File: config.mk
export PLATFORM = sky130hd
export DESIGN_NAME = exp_taylor_unit
export DESIGN_NICKNAME = d
export VERILOG_FILES = /design/src/rtl/exp_taylor_unit.sv
export SDC_FILE = /design/constraint.sdc
export NUM_CORES = 2
export LEC_CHECK = 0
export ABC_CLOCK_PERIOD_IN_PS = 8700
export CAP_MARGIN = 10
export CORE_MARGIN = 5
export CORE_UTILIZATION = 60
export CTS_CLUSTER_SIZE = 8
export DETAILED_ROUTE_END_ITERATION = 12
export PLACE_DENSITY = 0.8
export RECOVER_POWER = 50
export SLEW_MARGIN = 0
export SYNTH_ARGS = -nofsm -noshare
export SYNTH_HDL_FRONTEND = slang
export SYNTH_SLANG_ARGS = --single-unit
File: constraint.sdc
create_clock -name clk -period 8.7 [get_ports clk]
set_clock_uncertainty 0.1 [all_clocks]
set_input_delay 0.87 -clock clk [delete_from_list [all_inputs] [get_ports clk]]
set_output_delay 0.87 -clock clk [all_outputs]
set_load 0.03 [all_outputs]
File: src/rtl/exp_taylor_unit.sv
// exp_taylor_unit: fixed-point e^x / e^-x for x in [0,1)
// by an iterative Taylor series on one shared multiplier pair.
module exp_taylor_unit #(
  parameter int FW    = 16,
  parameter int IW    = 2,
  parameter int TERMS = 8
) (
  input  logic          clk,
  input  logic          rst,
  input  logic          start,
  input  logic          neg,
  input  logic [FW-1:0] x,
  output logic          busy,
  output logic          done,
  output logic [IW-1:0] intpart,
  output logic [FW-1:0] fracpart
);

  localparam int TW = IW + FW + 1;
  localparam int RW = IW + FW;
  localparam int XW = FW + 1;
  localparam int CW = FW + 2;
  localparam int KW = $clog2(TERMS) + 1;
  localparam int PXW = TW + XW;
  localparam int PRW = TW + CW;

  function automatic logic [TERMS*XW-1:0] mk_recip();
    logic [TERMS*XW-1:0] tab;
    tab = '0;
    for (int i = 1; i < TERMS; i++)
      tab[i*XW +: XW] = XW'((64'd1 << FW) / 64'(i));
    return tab;
  endfunction

  localparam logic [TERMS*XW-1:0] RECIP = mk_recip();

  localparam logic signed [TW-1:0] T_ONE =
    {{IW{1'b0}}, 1'b1, {FW{1'b0}}};
  localparam logic [RW-1:0] R_ONE =
    {{(IW-1){1'b0}}, 1'b1, {FW{1'b0}}};

  typedef enum logic [1:0] {
    IDLE,
    MULX,
    MULR,
    DONE
  } state_t;

  state_t state, nxt;

  logic signed [TW-1:0]  t;
  logic signed [XW-1:0]  xs;
  logic [RW-1:0]         r;
  logic [RW-1:0]         res;
  logic [KW-1:0]         k;

  logic signed [XW-1:0]  xin;
  logic [XW-1:0]         rk;
  logic signed [CW-1:0]  rc;
  logic signed [PXW-1:0] px;
  logic signed [PRW-1:0] pr;
  logic signed [TW-1:0]  tx;
  logic signed [TW-1:0]  tn;
  logic [RW-1:0]         rn;
  logic                  last;

  assign xin  = signed'({1'b0, x});
  assign rk   = RECIP[int'(k)*XW +: XW];
  assign rc   = signed'({1'b0, rk});
  assign last = (k == KW'(TERMS - 1));

  // full-width signed products, then >>> FW and resize to the term width
  assign px = signed'({{XW{t[TW-1]}}, t}) * signed'({{TW{xs[XW-1]}}, xs});
  assign pr = signed'({{CW{t[TW-1]}}, t}) * signed'({{TW{rc[CW-1]}}, rc});
  assign tx = TW'(px >>> FW);
  assign tn = TW'(pr >>> FW);
  assign rn = RW'({1'b0, r} + $unsigned(tn));

  always_ff @(posedge clk) begin
    if (!rst) state <= IDLE;
    else      state <= nxt;
  end

  always_comb begin
    nxt  = state;
    busy = 1'b0;
    done = 1'b0;
    case (state)
      IDLE: if (start) nxt = MULX;
      MULX: begin
        busy = 1'b1;
        nxt  = MULR;
      end
      MULR: begin
        busy = 1'b1;
        nxt  = last ? DONE : MULX;
      end
      DONE: begin
        done = 1'b1;
        nxt  = IDLE;
      end
      default: nxt = IDLE;
    endcase
  end

  always_ff @(posedge clk) begin
    if (!rst) begin
      t   <= '0;
      xs  <= '0;
      r   <= '0;
      res <= '0;
      k   <= '0;
    end else begin
      case (state)
        IDLE: if (start) begin
          xs <= neg ? -xin : xin;
          t  <= T_ONE;
          r  <= R_ONE;
          k  <= KW'(1);
        end
        MULX: t <= tx;
        MULR: begin
          t <= tn;
          r <= rn;
          k <= k + 1'b1;
          if (last) res <= rn;
        end
        default: ;
      endcase
    end
  end

  assign intpart  = res[RW-1:FW];
  assign fracpart = res[FW-1:0];

endmodule
After elaboration in Yosys (flattened, before gate mapping):

Cells that the tools add are included.
W data, S select, Z words.

* mux-type cells: 12
* shift operators: 1
* reduce and logical (&&, ||, !) cells: 8
* equality and inequality tests: 5
* multiply operators: 3
* $add $sub $neg: 3

Operator list (count)
* $shiftx A136 B10 Y17 const A: 1
* $pmux W19 S3: 1
* $pmux W18 S2: 1
* $mul A19 B17 Y35: 1
* $mul A19 B18 Y35: 1
* $mux W19: 1
* $add A18 B18 Y18: 1
* $mux W18: 1
* $mux W17: 1
* $neg A16 Y17: 1
* $mul A4 B5 Y9 const B: 1
* $pmux W2 S4: 1
* $pmux W4 S2: 1
* $reduce_and A2 Y1: 4
* $add A4 B1 Y4 const B: 1
* $eq A2 B2 Y1 const B: 2
* $eq A4 B3 Y1 const B: 1
* $mux W2: 2
* $mux W4: 1
* $reduce_bool A3 Y1: 1
* $eq A2 B1 Y1 const B: 1
* $logic_not A2 Y1: 1
* $mux W1: 2
* $ne A2 B2 Y1 const B: 1
* 2 further kinds: 2

* bits in registers: 78
* word-level logic and storage cells: 38

Longest topological paths before layout:

* depth in word-level cells: 5
* mapped depth: 39
* mapped depth without buffers: 38

Least setup slack after synthesis:

OpenSTA, ideal clock, no wires.

* path kind: register to register
* start: reg k[1]
* end: reg r[17]
* library setup time: 0.074 ns
* cell stages (with the launch flop): 38
* arrival: 8.530 ns
* path buffers: 2
* slack: -0.005 ns
* data required time: 8.526 ns
* cell sequence: dfxtp_1 -> inv_1 -> ha_1 -> clkbuf_1 -> nand2_1 -> a21oi_1 -> clkbuf_1 -> and2_1 -> fa_1 -> inv_1 -> fa_1 -> fa_1 -> inv_1 -> fa_1 -> fa_1 -> inv_1 -> fa_1 -> inv_1 -> [... 2 more ...] -> o311ai_1 -> o2bb2ai_2 -> o21ai_1 -> a21oi_1 -> o21bai_1 -> a21boi_0 -> nor3_1 -> or2_2 -> ha_1 -> and3_1 -> a31oi_1 -> a211oi_1 -> o31a_1 -> o21ai_1 -> nand2b_1 -> o311a_1 -> or4_1 -> a31oi_1

* cells in the longest elaborated chain, start to end: 5

RTL lines
* start: declaration: line 55 `logic [KW-1:0] k;`
* start signal: assignment: line 125 `k <= k + 1'b1;`
* $mul A4 B5 Y9: line 68 `assign rk = RECIP[int'(k)*XW +: XW];`
* $shiftx A136 B10 Y17: line 68
* $mul A19 B18 Y35: line 74 `assign pr = signed'({{CW{t[TW-1]}}, t}) * signed'({{TW{rc[CW-1]}}, rc});`
* $add A18 B18 Y18: line 77 `assign rn = RW'({1'b0, r} + $unsigned(tn));`
* $pmux W18 S2: line 114 `case (state)`
* end signal: assignment: line 124 `r <= rn;`
* end: declaration: line 53 `logic [RW-1:0] r;`

No other way between the ends.
A chain may end at the register's enable or synchronous reset.

Final worst setup path:

* start: reg k[0]
* end: reg r[17]

The elaborated chain is that of the path after synthesis.

==> out/metrics.csv <==
stage,metric,value,unit
cells_and_area,layout_common_cells,"696 x inv_1, 631 x fa_1, 381 x nand2_1",
synth,yosys_warnings,0,
clock_network,numCtsBuffers,9,
detailed_routing,drt_first_iter_violations,1440,
worst_setup_path,r2r_cells,35,
power,ir_worst_vdd,0.000133,V
cells_and_area,post-route-util,0.649,
synth,ys_ff_latch,78,
synth,synthTopCellsByArea,"fa_1 49%, inv_1 10%, ha_1 9.5%",
global_route,grt-ovfl-total,0,
global_route,grt_usage,0.298,
worst_setup_path,cp-startpoint,k[0],
timing,rsz0062_at_grt,true,
power,total_leakage_power,13.6,nW
detailed_routing,drtPass1Iterations,6,
timing,timing.hold.ws,0.357,ns
synth,netlist_instances,2842,
detailed_routing,ant_nets,0,
timing,period_needed,8.49,ns
detailed_routing,wl_per_cell,19.6,um
outcome,violations,capacitance limit,
worst_setup_path,critical_path_depth,35,
timing,slew_headroom,0.00428,
outcome,outcome,"finished, violations left",
worst_setup_path,crit_path_max_incr_delay,0.53,ns
global_route,grt_pass1_wl,112000,um
synth,synth_nets,3690,
hold_path,hp-class,register to register,
detailed_routing,drt-vias-per-instance,5.63,
cells_and_area,final_area,27800,sq um
timing,finalSetupTns,0,ns
cells_and_area,drive_gt1_frac,0.0641,
synth,synth-edff-count,0,
clock_network,clockBufferDepth,2,
cells_and_area,syn2layout_area_growth,7.39,%
power,pwr_density_cell,52.0,nW/um^2
timing,fin_crit_sh,0.976,
synth,yosysTopAreaCellShare,0.488,
synth,yosysSeqAreaShare,0.0602,
synth,yosysTopAreaCell,fa_1,
worst_setup_path,crit_buf_inv,7,
worst_setup_path,cp.arrival,8.67,ns
placed_design,dpl.hpwl,55600,um
synth,yosysUniqueCellTypes,75,
timing,fmaxAchievable,118,MHz
global_route,grt_max_degree,67,
clock_network,clockRootBuffer,clkbuf_16,
timing,drv_slew,0,
timing,worst_pin_slew,1.49,ns
worst_setup_path,required,8.88,ns
die,fp.dieH,218,um
synth,postSynthAreaPerCell,9.12,sq um
die,start_util,0.605,
worst_setup_path,crit_type,register to register,
worst_setup_path,slowest_stage,fa_1,
synth,synthFlopType,dfxtp_1,
cells_and_area,layoutNonFillerInstCount,3441,
die,io_pins,40,
clock_network,clock_latency,0.35,ns
detailed_routing,finalWirelength,67400,um
cells_and_area,fin_nets,3699,
worst_setup_path,endpoint_kind,register,
timing,hold_viol_final,0,
worst_setup_path,worst-path-max-fanout,9,
power,finalPower,1.45,mW
clock_network,cts.clk_slew.worst_paths,0.07,ns
die,die-area,47500,sq um
worst_setup_path,start_kind,register,
worst_setup_path,worst_path_most_repeated_cell,fa_1,
worst_setup_path,crit_family,adder cells,
worst_setup_path,r2r_start,k[0],
clock_network,cts.sinks,78,
placed_design,gp_congestion,1.00,
cells_and_area,antennaDiodeCount,0,
detailed_routing,drc,0,
clock_network,cts_htree_levels,3,
placed_design,place_ws,-0.144,ns
synth,netlist_area,25900,sq um
die,core_area,42900,sq um
die,fp.dieW,218,um
global_route,antenna_found_initial,1,
cells_and_area,final_common_cell,inv_1,
detailed_routing,vias,19400,
hold_path,whs_path_depth,2,
clock_network,cts_tree,built,
placed_design,placed_cells,3419,
timing,setup_ws,0.205,ns
run,maxCapViolCount,1,
timing,setup_viol_count_final,0,
synth,synth-async-reset-ratio,0,
hold_path,min_from,res[3],
global_route,first_global_vias,21600,
die,rows,76,
placed_design,dpl-instance-area,27200,sq um
placed_design,port_buffers,39,
kinds of logic after synthesis:
logic type,Yosys count,share of synthesized area
flops,78,0.0602
simple gates,781,0.143
buf+inv,833,0.121
xor+xnor,83,0.0286
compound gates,236,0.0640
fa+ha+maj,828,0.583
mux,3,0.00121
layer usage:
metal | share of wire | global-route usage | vias up | routed length, um
met5 | 0.00019 | 0 | - | 13
met4 | 0.046 | 0.109 | 2 | 3080
met3 | 0.085 | 0.0500 | 212 | 5700
met2 | 0.50 | 0.517 | 902 | 33700
met1 | 0.37 | 0.378 | 9812 | 24900
li1 | - | - | 8437 | -
worst register-to-register path: cells and delay by family, from the launching register on:
kind,cells,cell delay (ns)
buffers and inverters,7,0.62
flip-flops,1,0.34
XOR/XNOR,1,0.11
AO/OA/AOI/OAI,8,1.40
AND/OR/NAND/NOR,9,1.64
adder cells (fa/ha/maj),10,4.20
report_power, final:
part	internal, mW	switching [mW]
Combinational	0.216	0.376
Sequential	0.380	0.0985
Clock	0.201	0.176
Total	0.796	0.651
cells in the mapped netlist (3+ instances only):
cell type	number
o22ai_1	3
nand2b_1	25
clkbuf_1	131
a21boi_0	4
nor2_1	80
o21ai_1	4
a22oi_1	27
xor2_1	26
a222oi_1	3
xnor2_1	56
or4_1	4
o41ai_1	3
nor4_1	5
a21o_1	11
o21a_1	6
a21oi_1	68
or3_1	3
buf_1	5
and2_1	180
a211oi_1	19
a221oi_1	3
fa_1	632
o21bai_1	7
dfxtp_1	78
nand2_1	384
nand4_1	5
nor3_1	19
a31oi_1	7
o21ai_0	27
ha_1	196
and3_1	47
inv_1	696
nand3_1	13
or2_2	4
nor2b_1	7
o211ai_1	5
flip-flops by register name (all words and copies together) (netlist names):
signal / count
k: 4
state: 2
r: 18
res: 18
t: 19
xs: 17
path summary, 6_finish.rpt:
check                           slack, ns  endpoint
worst max-delay path                 0.21     r[17]
worst min-delay path                 0.36    res[3]
worst max register to register       0.21     r[17]
worst min register to register       0.36    res[3]
final cells by class:
class                   count  area (sq um)
clock inverters             7          65.1
inverters                 697          2620
well taps                 585           732
clock buffers               9           225
repair buffers            134          1130
multi-input cells        1931         21500
fillers                  3414         15000
flip-flops and latches     78          1560
what timing repair did:
item                       in CTS  in global routing
hold buffers                    0                  0
setup endpoints to repair       1                 11
buffers inserted                1                  5
pin swaps                       3                 15
gates resized for setup         5                 54
(Power assumes the default switching activity.)
